[config.mk]
export PLATFORM = sky130hd
export DESIGN_NAME = frame_buffer_arbiter_flat
export DESIGN_NICKNAME = d
export VERILOG_FILES = /design/src/rtl/fb_pkg.sv /design/src/rtl/frame_buffer_arbiter_if.sv /design/src/rtl/fb_addr_gen.sv /design/src/rtl/frame_buffer_arbiter.sv /design/src/flat_wrapper.sv
export SDC_FILE = /design/constraint.sdc
export NUM_CORES = 1
export LEC_CHECK = 0
export ABC_AREA = 1
export CORE_MARGIN = 2
export CORE_UTILIZATION = 35
export DETAILED_ROUTE_END_ITERATION = 10
export REMOVE_ABC_BUFFERS = 1
export SLEW_MARGIN = 20
export SYNTH_ARGS = -nofsm -noshare
export SYNTH_HDL_FRONTEND = slang
export SYNTH_HIERARCHICAL = 1
export SYNTH_SLANG_ARGS = --single-unit
[constraint.sdc]
create_clock -name Clk -period 4 [get_ports Clk]
set_input_delay 0.8 -clock Clk [delete_from_list [all_inputs] [get_ports Clk]]
set_output_delay 0.8 -clock Clk [all_outputs]
set_load 0.05 [all_outputs]
[src/rtl/fb_pkg.sv]
// Shared types and defaults for the double-buffered frame memory arbiter.
// Optional missed-deadline counter: FRAME_DROP_CNT_EN.
package fb_pkg;

  localparam int unsigned FB_W       = 640;
  localparam int unsigned FB_H       = 480;
  localparam int unsigned FB_ADDR_W  = 20;
  localparam int unsigned FB_COLOR_W = 8;

  typedef enum logic [2:0] {
    IDLE,
    START,
    DRAWING,
    WAIT_VB,
    SWAP
  } fb_state_t;

  // Linear address b*W*H + y*W + x. The row term is built from shifts and adds only.
  function automatic logic [FB_ADDR_W-1:0] fb_addr(input logic b,
                                                   input logic [9:0] x,
                                                   input logic [9:0] y);
    logic [FB_ADDR_W-1:0] acc;
    acc = '0;
    for (int unsigned i = 0; i < FB_ADDR_W; i++) begin
      if (FB_W[i]) acc = acc + (FB_ADDR_W'(y) << i);
    end
    acc = acc + FB_ADDR_W'(x);
    if (b) acc = acc + FB_ADDR_W'(FB_W * FB_H);
    return acc;
  endfunction

endpackage

[src/rtl/frame_buffer_arbiter_if.sv]
// Single-port frame memory bus; the arbiter is the master.
interface frame_buffer_arbiter_if #(
  parameter int unsigned ADDR_W  = 20,
  parameter int unsigned COLOR_W = 8
) ();

  logic [ADDR_W-1:0]  mem_addr;
  logic [COLOR_W-1:0] mem_wdata;
  logic               mem_we;
  logic [COLOR_W-1:0] mem_rdata;

  modport master (
    output mem_addr,
    output mem_wdata,
    output mem_we,
    input  mem_rdata
  );

  modport slave (
    input  mem_addr,
    input  mem_wdata,
    input  mem_we,
    output mem_rdata
  );

endinterface

[src/rtl/fb_addr_gen.sv]
// Combinational frame address: buffer*W*H + y*W + x, using shift-adds for y*W.
module fb_addr_gen
  import fb_pkg::*;
#(
  parameter int unsigned W      = FB_W,
  parameter int unsigned H      = FB_H,
  parameter int unsigned ADDR_W = FB_ADDR_W
) (
  input  logic              buffer,
  input  logic [9:0]        x,
  input  logic [9:0]        y,
  output logic [ADDR_W-1:0] addr
);

  localparam logic [ADDR_W-1:0] FRAME = ADDR_W'(W * H);

  logic [ADDR_W-1:0] row;

  // W is a constant, so each set bit of W folds into one shifted copy of y.
  always_comb begin
    row = '0;
    for (int unsigned i = 0; i < ADDR_W; i++) begin
      if (W[i]) row = row + (ADDR_W'(y) << i);
    end
    addr = row + ADDR_W'(x) + (buffer ? FRAME : '0);
  end

endmodule

[src/rtl/frame_buffer_arbiter.sv]
// Time-slices the double-buffered frame memory between scan-out reads and engine writes,
// swapping buffers only at vsync. Define FRAME_DROP_CNT_EN to add the drop_count port.
module frame_buffer_arbiter
  import fb_pkg::*;
#(
  parameter int unsigned W       = FB_W,
  parameter int unsigned H       = FB_H,
  parameter int unsigned ADDR_W  = FB_ADDR_W,
  parameter int unsigned COLOR_W = FB_COLOR_W
) (
  input  logic               Clk,
  input  logic               Reset,
  input  logic               vs,
  input  logic               display_en,
  input  logic [9:0]         DrawX,
  input  logic [9:0]         DrawY,
  input  logic [9:0]         draw_x,
  input  logic [9:0]         draw_y,
  input  logic [COLOR_W-1:0] draw_color,
  input  logic               draw_valid,
  input  logic               draw_done,
  output logic               wr_en,
  output logic               buffer_using,
  output logic               frame_start,
  output logic [COLOR_W-1:0] pixel_color,
`ifdef FRAME_DROP_CNT_EN
  output logic [15:0]        drop_count,
`endif
  frame_buffer_arbiter_if.master mem
);

  fb_state_t         state;
  logic              phase;
  logic              vs_q;
  logic              vs_fall;
  logic              read_slot;
  logic              accept;
  logic              in_range;
  logic              rd_issue;
  logic              rd_valid;
  logic [ADDR_W-1:0] rd_addr;
  logic [ADDR_W-1:0] wr_addr;

  assign vs_fall   = vs_q & ~vs;
  assign read_slot = ~phase & display_en;
  assign wr_en     = ~read_slot & (state == DRAWING);
  assign accept    = wr_en & draw_valid;
  assign in_range  = (32'(draw_x) < W) && (32'(draw_y) < H);

  fb_addr_gen #(.W(W), .H(H), .ADDR_W(ADDR_W)) u_rd_addr (
    .buffer (~buffer_using),
    .x      (DrawX),
    .y      (DrawY),
    .addr   (rd_addr)
  );

  fb_addr_gen #(.W(W), .H(H), .ADDR_W(ADDR_W)) u_wr_addr (
    .buffer (buffer_using),
    .x      (draw_x),
    .y      (draw_y),
    .addr   (wr_addr)
  );

  // rd_issue/rd_valid track a read through the one-cycle memory latency.
  always_ff @(posedge Clk) begin
    if (Reset) begin
      phase         <= 1'b0;
      vs_q          <= 1'b0;
      rd_issue      <= 1'b0;
      rd_valid      <= 1'b0;
      mem.mem_addr  <= '0;
      mem.mem_wdata <= '0;
      mem.mem_we    <= 1'b0;
      pixel_color   <= '0;
    end else begin
      phase    <= ~phase;
      vs_q     <= vs;
      rd_issue <= read_slot;
      rd_valid <= rd_issue;
      if (read_slot) begin
        mem.mem_addr <= rd_addr;
        mem.mem_we   <= 1'b0;
      end else if (accept) begin
        mem.mem_addr  <= wr_addr;
        mem.mem_wdata <= draw_color;
        mem.mem_we    <= in_range;
      end else begin
        mem.mem_we <= 1'b0;
      end
      if (rd_valid) begin
        pixel_color <= mem.mem_rdata;
      end else if (!display_en) begin
        pixel_color <= '0;
      end
    end
  end

  always_ff @(posedge Clk) begin
    if (Reset) begin
      state        <= IDLE;
      frame_start  <= 1'b0;
      buffer_using <= 1'b0;
`ifdef FRAME_DROP_CNT_EN
      drop_count   <= '0;
`endif
    end else begin
      frame_start <= 1'b0;
      case (state)
        IDLE: begin
          if (vs_fall) begin
            state       <= START;
            frame_start <= 1'b1;
          end
        end
        START: state <= DRAWING;
        DRAWING: begin
          // draw_done wins over a coincident vs_fall; the swap waits a frame.
          if (draw_done) begin
            state <= WAIT_VB;
          end else if (vs_fall) begin
`ifdef FRAME_DROP_CNT_EN
            if (drop_count != 16'hFFFF) drop_count <= drop_count + 16'd1;
`endif
          end
        end
        WAIT_VB: begin
          if (vs_fall) state <= SWAP;
        end
        SWAP: begin
          buffer_using <= ~buffer_using;
          state        <= START;
          frame_start  <= 1'b1;
        end
        default: state <= IDLE;
      endcase
    end
  end

endmodule

[src/flat_wrapper.sv]
// flat-port wrapper written by rule: the top's interface ports become plain ports
module frame_buffer_arbiter_flat import fb_pkg::*;
#(
  parameter int unsigned W       = FB_W,
  parameter int unsigned H       = FB_H,
  parameter int unsigned ADDR_W  = FB_ADDR_W,
  parameter int unsigned COLOR_W = FB_COLOR_W
)
  (Clk, Reset, vs, display_en, DrawX, DrawY, draw_x, draw_y, draw_color, draw_valid, draw_done, wr_en, buffer_using, frame_start, pixel_color, mem_mem_addr, mem_mem_wdata, mem_mem_we, mem_mem_rdata);
  frame_buffer_arbiter_if #(.ADDR_W(ADDR_W), .COLOR_W(COLOR_W)) mem_i ();
  input  logic Clk;
  input  logic Reset;
  input  logic vs;
  input  logic display_en;
  input  logic [9:0] DrawX;
  input  logic [9:0] DrawY;
  input  logic [9:0] draw_x;
  input  logic [9:0] draw_y;
  input  logic [COLOR_W-1:0] draw_color;
  input  logic draw_valid;
  input  logic draw_done;
  output logic wr_en;
  output logic buffer_using;
  output logic frame_start;
  output logic [COLOR_W-1:0] pixel_color;
  output wire logic [$bits(mem_i.mem_addr)-1:0] mem_mem_addr;
  output wire logic [$bits(mem_i.mem_wdata)-1:0] mem_mem_wdata;
  output wire logic [$bits(mem_i.mem_we)-1:0] mem_mem_we;
  input wire logic [$bits(mem_i.mem_rdata)-1:0] mem_mem_rdata;
  assign mem_mem_addr = mem_i.mem_addr;
  assign mem_mem_wdata = mem_i.mem_wdata;
  assign mem_mem_we = mem_i.mem_we;
  assign mem_i.mem_rdata = mem_mem_rdata;
  frame_buffer_arbiter #(.W(W), .H(H), .ADDR_W(ADDR_W), .COLOR_W(COLOR_W)) u_core (.Clk(Clk), .Reset(Reset), .vs(vs), .display_en(display_en), .DrawX(DrawX), .DrawY(DrawY), .draw_x(draw_x), .draw_y(draw_y), .draw_color(draw_color), .draw_valid(draw_valid), .draw_done(draw_done), .wr_en(wr_en), .buffer_using(buffer_using), .frame_start(frame_start), .pixel_color(pixel_color), .mem(mem_i));
endmodule
==> results.md, run 1 <==
* # resized after CTS at 0
* Clock root buffer: clkbuf_8
* CTS tree: done
* Initial core utilization at between 30% and 40%
* Synth Instances at about 610
* Hold_buf cts at 0
* CP peak stage delay at around 0.76 ns
* WL/cell at around 12 um
* RSZ-0062 raised after global routing: false
* Max FO, Critical Path at 23
* Largest net degree at the start of global routing at 41
* Port bufs at 101
* Slowest-stage cell, CP: clkdlybuf4s50_1
* Crit path DAT at around 2.5 ns
* Period utilization at a little over 80%
* Rel. slew slack at just under 40%
* Placed instance count at ~800
* HPWL after DPL at 7890 um
* Finished Cell Area at 4960 um^2
* Clock Latency Late Sink at ~0.30 ns
* Beginning of the critical path: display_en
* Vias per inst at approximately 4.5
* Status: finished, final reports clean
* Clock buffer depth at 2
* Vias in the first global route at between 3000 and 4000
* Worst R2R Setup Slack at about 1.3 ns
* Worst path required time at approximately 3.2 ns
* DIE WIDTH at ~110 um
* Worst path cell trace: clkdlybuf4s50_1 > nand2_8 > inv_2 > nor2_2 > buf_4
* Dpl ws at 0.518 ns
* Max-Cap Viols at 0
* Worst setup margin at approximately 0.74 ns
* Post-CTS Setup Inserts at 0
* Worst Tran Pin Value at 0.919 ns
* Drc violations at 0
* Number of inserted diodes at 0
* Avg Inst Size Synth at roughly 6.3 um^2
* Clock skew at 0.00841 ns
* Detailed-route wire length at ~9600 um
* Yosys warns at 6
* Tmin final at 3.26 ns
* Sink Count at 46
* Area leader, netlist: dfxtp_1
* Final TNS setup at 0 ns
* GRT Total Usage at 16.3%
* Final core occ at a little under half
* Hold Crit Class: reg2reg
* Max Slew Vio Count at 0
* Worst setup EP type: output pin
* Die area at approximately 12000 um^2
* Hold Crit Start: u_core/rd_issue$_SDFF_PP0_
* RePlAce Congestion at 0.937
* Endpoints failing hold at 0
* Clock transition at path regs at around 0.08 ns
* Share of layout cells above drive strength 1 at between 3 and 4%
* Remaining global-route overflow at 0
* Fmax at about 310 MHz
* Placed inst area at 4850 um^2
* Lkg Pwr at between 2 and 3 nW
* Cts bufs inserted at 5
* Final non-filler cell total at 832
* Fin nets at roughly 800
* Register area share after synthesis at between 20% and 30%
* Kind of critical path: in2out
* DRT antenna net count at 0
* Share of the synthesized area in the top cell type at a little under a quarter
* Htree depth at 2
* Final setup fails at 0
* Core area at between 10000 and 15000 um^2
* PD cells at ~360 nW/um^2
* Area contributors post-synth: dfxtp_1 (24%), nand2_1 (21%), ha_1 (11%)
* DRT Pass-1 Iters at 4
* First-pass GRT wire length at ~16000 um
* Initial drt markers at approximately 170
* CP startpoint kind: primary input
* Area grow syn2layout at 28.0%
* Initial antenna violation count at 0
* Synth Cell Area at between 3000 and 4000 um^2
* Flops & latches, synth at 46
* VDD IR-drop max at roughly 0.16 mV
* FP Rows at 38
* Vias at ~3700
* Reg2Reg Launch Point: u_core/buffer_using$_SDFFE_PP0N_
* # IOs at slightly above 100
* Unique cell type count in the Yosys netlist at 28
* Chip height at ~110 um
-- cells in the final DEF (no fill, tap or decap), drive strengths merged --
cell	count
or2	3
clkdlybuf4s50	100
xor2	10
o21ai	3
nor2	83
a21boi	2
o21bai	8
nor3	1
a21oi	18
clkinv	1
dfxtp	46
nand3	36
fa	10
nand4	9
inv	100
ha	34
xnor2	2
nand2	216
clkbuf	7
buf	2
bufinv	1
-- kinds of logic (layout without fill, tap and decap cells) --
group / Yosys count / count (layout) / share of synthesized area, %
fa+ha+maj: 44 / 44 / 16.1
flops: 46 / 46 / 23.8
xor+xnor: 12 / 12 / 2.71
simple gates: 348 / 348 / 37.0
compound gates: 31 / 31 / 4.94
buf+inv: 130 / 211 / 15.4
-- through the flow --
step                total power, mW  hold WS (ns)
floorplan                      1.19         0.388
global placement               1.47         0.391
CTS                            1.82         0.408
detailed placement             1.48         0.394
global route                   1.94         0.429
finish                         1.80         0.407
-- per-layer routing --
layer	up-vias	wire length [um]	track usage, %
li1	2006	-	-
met1	1629	4560	21.5
met2	78	4510	28.7
met3	6	444	2.03
met4	0	64	3.25
met5	-	0	0
-- cells in the mapped netlist --
| cell | n |
|---|---|
| nand2_1 | 214 |
| inv_1 | 98 |
| nor2_1 | 78 |
| dfxtp_1 | 46 |
| ha_1 | 34 |
| nand3_1 | 33 |
| a21oi_1 | 18 |
| buf_4 | 15 |
| fa_1 | 10 |
| xor2_1 | 10 |
| nand4_1 | 9 |
| o21bai_1 | 8 |
| buf_6 | 6 |
| nor2_2 | 5 |
| clkbuf_1 | 4 |
| buf_2 | 3 |
| nand3_2 | 3 |
| or2_2 | 3 |
| a21boi_0 | 2 |
| inv_2 | 2 |
| o21ai_0 | 2 |
| xnor2_1 | 2 |
| buf_1 | 1 |
| clkinv_4 | 1 |
| nand2_4 | 1 |
| nand2_8 | 1 |
| nor3_1 | 1 |
| o21ai_4 | 1 |
-- path summary, 6_finish.rpt --
path,to,cells after the start
max,wr_en,5
max reg2reg,u_core/mem.mem_addr[15]$_SDFFE_PP0P_,18
min reg2reg,u_core/rd_valid$_SDFF_PP0_,2
min,u_core/rd_valid$_SDFF_PP0_,2
-- worst max-delay path: cells and delay by family --
kind	cells	cell delay, ns
buffers and inverters	3	1.33
AND/OR/NAND/NOR	2	0.31
-- state kept, by name, indices dropped and copies added (netlist names), 3 cells and up --
name,flops
u_core/mem.mem_addr,20
u_core/mem.mem_wdata,8
u_core/pixel_color,8
u_core/state,3
-- layout make-up --
type | instances | area, um^2
Fill cell | 1147 | 5880
Sequential cell | 46 | 921
Clock inverter | 1 | 30.0
Inverter | 101 | 384
Clock buffer | 7 | 76.3
Multi-Input combinational cell | 435 | 2360
Timing Repair Buffer | 102 | 1020
Tap cell | 140 | 175
-- where the power goes --
group / internal, mW / switching (mW) / total [mW]
logic: 0.333 / 0.573 / 0.907
clock network: 0.187 / 0.150 / 0.337
registers: 0.518 / 0.0354 / 0.554
total: 1.04 / 0.758 / 1.80
(Power assumes the default switching activity.)
==> inputs of run 2 (changes only) <==
- clock period: 4 -> 3.1 ns (I/O delays scaled with it)
==> results.md, run 2 (synthesis gave the netlist of run 1 again) <==
* Final setup fails at 0 (unchanged)
* Cts bufs inserted at 5 (unchanged)
* HPWL after DPL at 7770 um (was 7890 um)
* Drc violations at 0 (unchanged)
* Clock Latency Late Sink at 0.29 ns (was 0.30 ns)
* Fillers at 1111 (was 1147)
* Vias in the first global route at 3535 (was 3491)
* Remaining global-route overflow at 0 (unchanged)
* DRT Pass-1 Iters at 5 (was 4)
* Worst Tran Pin Value at 0.909 ns (was 0.919 ns)
* Clock transition at path regs at 0.09 ns (was 0.08 ns)
* Hold Crit Class: reg2reg (unchanged)
* Max-Cap Viols at 0 (unchanged)
* Top Registers: u_core/mem.mem_addr x20, u_core/mem.mem_wdata x8, u_core/pixel_color x8 (unchanged)
* Final core occ at 46.4% (was 45.7%)
* Number of inserted diodes at 0 (unchanged)
* Worst setup EP type: flop (was output pin)
* First-pass GRT wire length at 15600 um (about the same)
* Logic pwr share at 52.9% (was 50.5%)
* Die area at 11900 um^2 (unchanged)
* Largest Register: u_core/mem.mem_addr (unchanged)
* Slowest-stage cell, CP: fa_1 (was clkdlybuf4s50_1)
* Clock power share at 15.6% (was 18.7%)
* Seq pwr share at 31.5% (was 30.8%)
* VDD IR-drop max at 0.244 mV (was 0.160 mV)
* Switch Pwr at 986 uW (was 758 uW)
* Int Pwr at 1.28 mW (was 1.04 mW)
* Fmax at ~350 MHz
* CTS tree: done (unchanged)
* Chip height at 109 um (unchanged)
* Power Total at 2.27 mW (was 1.80 mW)
* DIE WIDTH at 109 um (unchanged)
* Clock root buffer: clkbuf_8 (unchanged)
* FP Rows at 38 (unchanged)
* Most frequent CP cell: nand2_1
* Endpoints failing hold at 0 (unchanged)
* Buf/Inv on CP at 4 (was 3)
* Hold_buf cts at 0 (unchanged)
* Highest-count cells in the layout ignoring fill and taps: nand2_1 (214), clkdlybuf4s50_1 (100), inv_1 (98), nor2_1 (77), dfxtp_1 (46) (was nand2_1 (214), clkdlybuf4s50_1 (100), inv_1 (98), nor2_1 (78), dfxtp_1 (46))
* PD cells at 451 nW/um^2 (was 362 nW/um^2)
* RePlAce Congestion at 0.834 (was 0.937)
* Core area at 10800 um^2 (unchanged)
* DRT antenna net count at 0 (unchanged)
* Commonest non-fill, non-tap cell in the layout: nand2_1 (unchanged)
* Largest delay contributor family on the critical path: adder cells (was buffers and inverters)
* Initial antenna violation count at 0 (unchanged)
* Largest net degree at the start of global routing at 41 (unchanged)
* Period utilization at 91.6%
* Worst path cell trace: clkdlybuf4s50_1 > inv_1 > fa_1 > inv_1 > fa_1 > nand2_1 > nand3_1 > nand3_1 > nand2_1 > nand2_1 > nand2_1 > nand2_1 > nand2_1 > inv_1 > nand2_1 > nand2_1 > nor2_1 (was clkdlybuf4s50_1 > nand2_8 > inv_2 > nor2_2 > buf_4)
* Vias at 3723 (was 3719)
* CP startpoint kind: primary input (unchanged)
* Htree depth at 2 (unchanged)
* Worst path required time at 3.29 ns (was 3.20 ns)
* Sw frac at 43.5% (was 42.2%)
* Final TNS setup at 0 ns (unchanged)
* Share of layout cells above drive strength 1 at 5.27% (was 3.61%)
* RSZ-0062 raised after global routing: false (unchanged)
* Initial core utilization at 35.7% (unchanged)
* WL/cell at 11.3 um (was 11.5 um)
* Max Slew Vio Count at 0 (unchanged)
* Fin nets at 807 (was 797)
* Status: finished, final reports clean (unchanged)
* Sink Count at 46 (unchanged)
* Tmin final at approximately 2.8 ns
* # resized after CTS at 0 (unchanged)
* Lkg Pwr at 2.61 nW (was 2.57 nW)
* Post-CTS Setup Inserts at 0 (unchanged)
* Max FO, Critical Path at 4 (was 23)
* Max FFs per register at 20 (unchanged)
* GRT Total Usage at 16.1% (was 16.3%)
* CP peak stage delay at 0.52 ns (was 0.76 ns)
* # IOs at 102 (unchanged)
* Clock buffer depth at 2 (unchanged)
* Clock skew at 0.0109 ns (was 0.00841 ns)
* Crit path DAT at 3.03 ns (was 2.46 ns)
* Kind of critical path: in2reg (was in2out)
* Worst R2R Setup Slack at 0.45 ns (was 1.28 ns)
* Port bufs at 101 (unchanged)
* Detailed-route wire length at 9510 um (was 9580 um)
* Rel. slew slack at 39.2% (was 38.5%)
* Vias per inst at 4.42 (was 4.47)
* Area grow syn2layout at 29.8% (was 28.0%)
* Initial drt markers at 176 (was 167)
## run 2: cell count changes in the layout (fill, tap and decap cells not counted), sizes merged
cell    delta
bufinv     -1
clkbuf     -1
clkinv     +2
buf       +10
## run 2: stage by stage
| stage | std cells | cell area [um^2] | hold slack [ns] | setup WS, ns |
|---|---|---|---|---|
| 3_3_place_gp | 834 | 4940 | 0.396 | -0.0546 |
| 4_1_cts | 842 | 5030 | 0.418 | 0.264 |
| 2_1_floorplan | 582 | 3660 | 0.388 | 0.474 |
| 3_5_place_dp | 834 | 4940 | 0.398 | -0.0522 |
| 6_report | 842 | 5030 | 0.413 | 0.261 |
| 5_1_grt | 842 | 5030 | 0.444 | 0.00876 |
## run 2: power by group through the flow
stage          combinational, mW  sequential [mW]  clock, mW
3_5_place_dp                1.20            0.730          0
4_1_cts                     1.21            0.716      0.369
3_3_place_gp                1.19            0.725          0
5_1_grt                     1.34            0.727      0.398
2_1_floorplan              0.587            0.942          0
6_report                    1.20            0.715      0.354
## run 2: path summary, 6_finish.rpt
kind | to | cells past startpoint | startpoint
min reg2reg | u_core/rd_valid$_SDFF_PP0_ | 2 | u_core/rd_issue$_SDFF_PP0_
max reg2reg | u_core/mem.mem_addr[18]$_SDFFE_PP0P_ | 17 | u_core/buffer_using$_SDFFE_PP0N_
min | u_core/rd_valid$_SDFF_PP0_ | 2 | u_core/rd_issue$_SDFF_PP0_
max | u_core/mem.mem_addr[16]$_SDFFE_PP0P_ | 17 | draw_y[0]
## run 2: layer usage
metal / global-route usage [%] / vias to the layer above / routed length, um
met5: 0 / - / 0
met4: 2.71 / 0 / 80
met3: 2.15 / 6 / 513
met2: 27.7 / 85 / 4340
met1: 21.7 / 1617 / 4570
li1: - / 2015 / -
## run 2: final cells by class
class                      instances  area, um^2  area share (%)
clock inverter                     2        13.8           0.274
inverter                         101         384            7.64
tap                              140         175            3.48
timing repair buffer             112        1100            21.9
clock buffer                       6        72.6            1.44
multi-input combinational        435        2360            46.9
sequential                        46         921            18.3
## run 2: worst min-delay path: stages, from the launching register on
cell,delay [ns]
dfxtp_1,0.31
inv_1,0.04
nor2_1,0.03
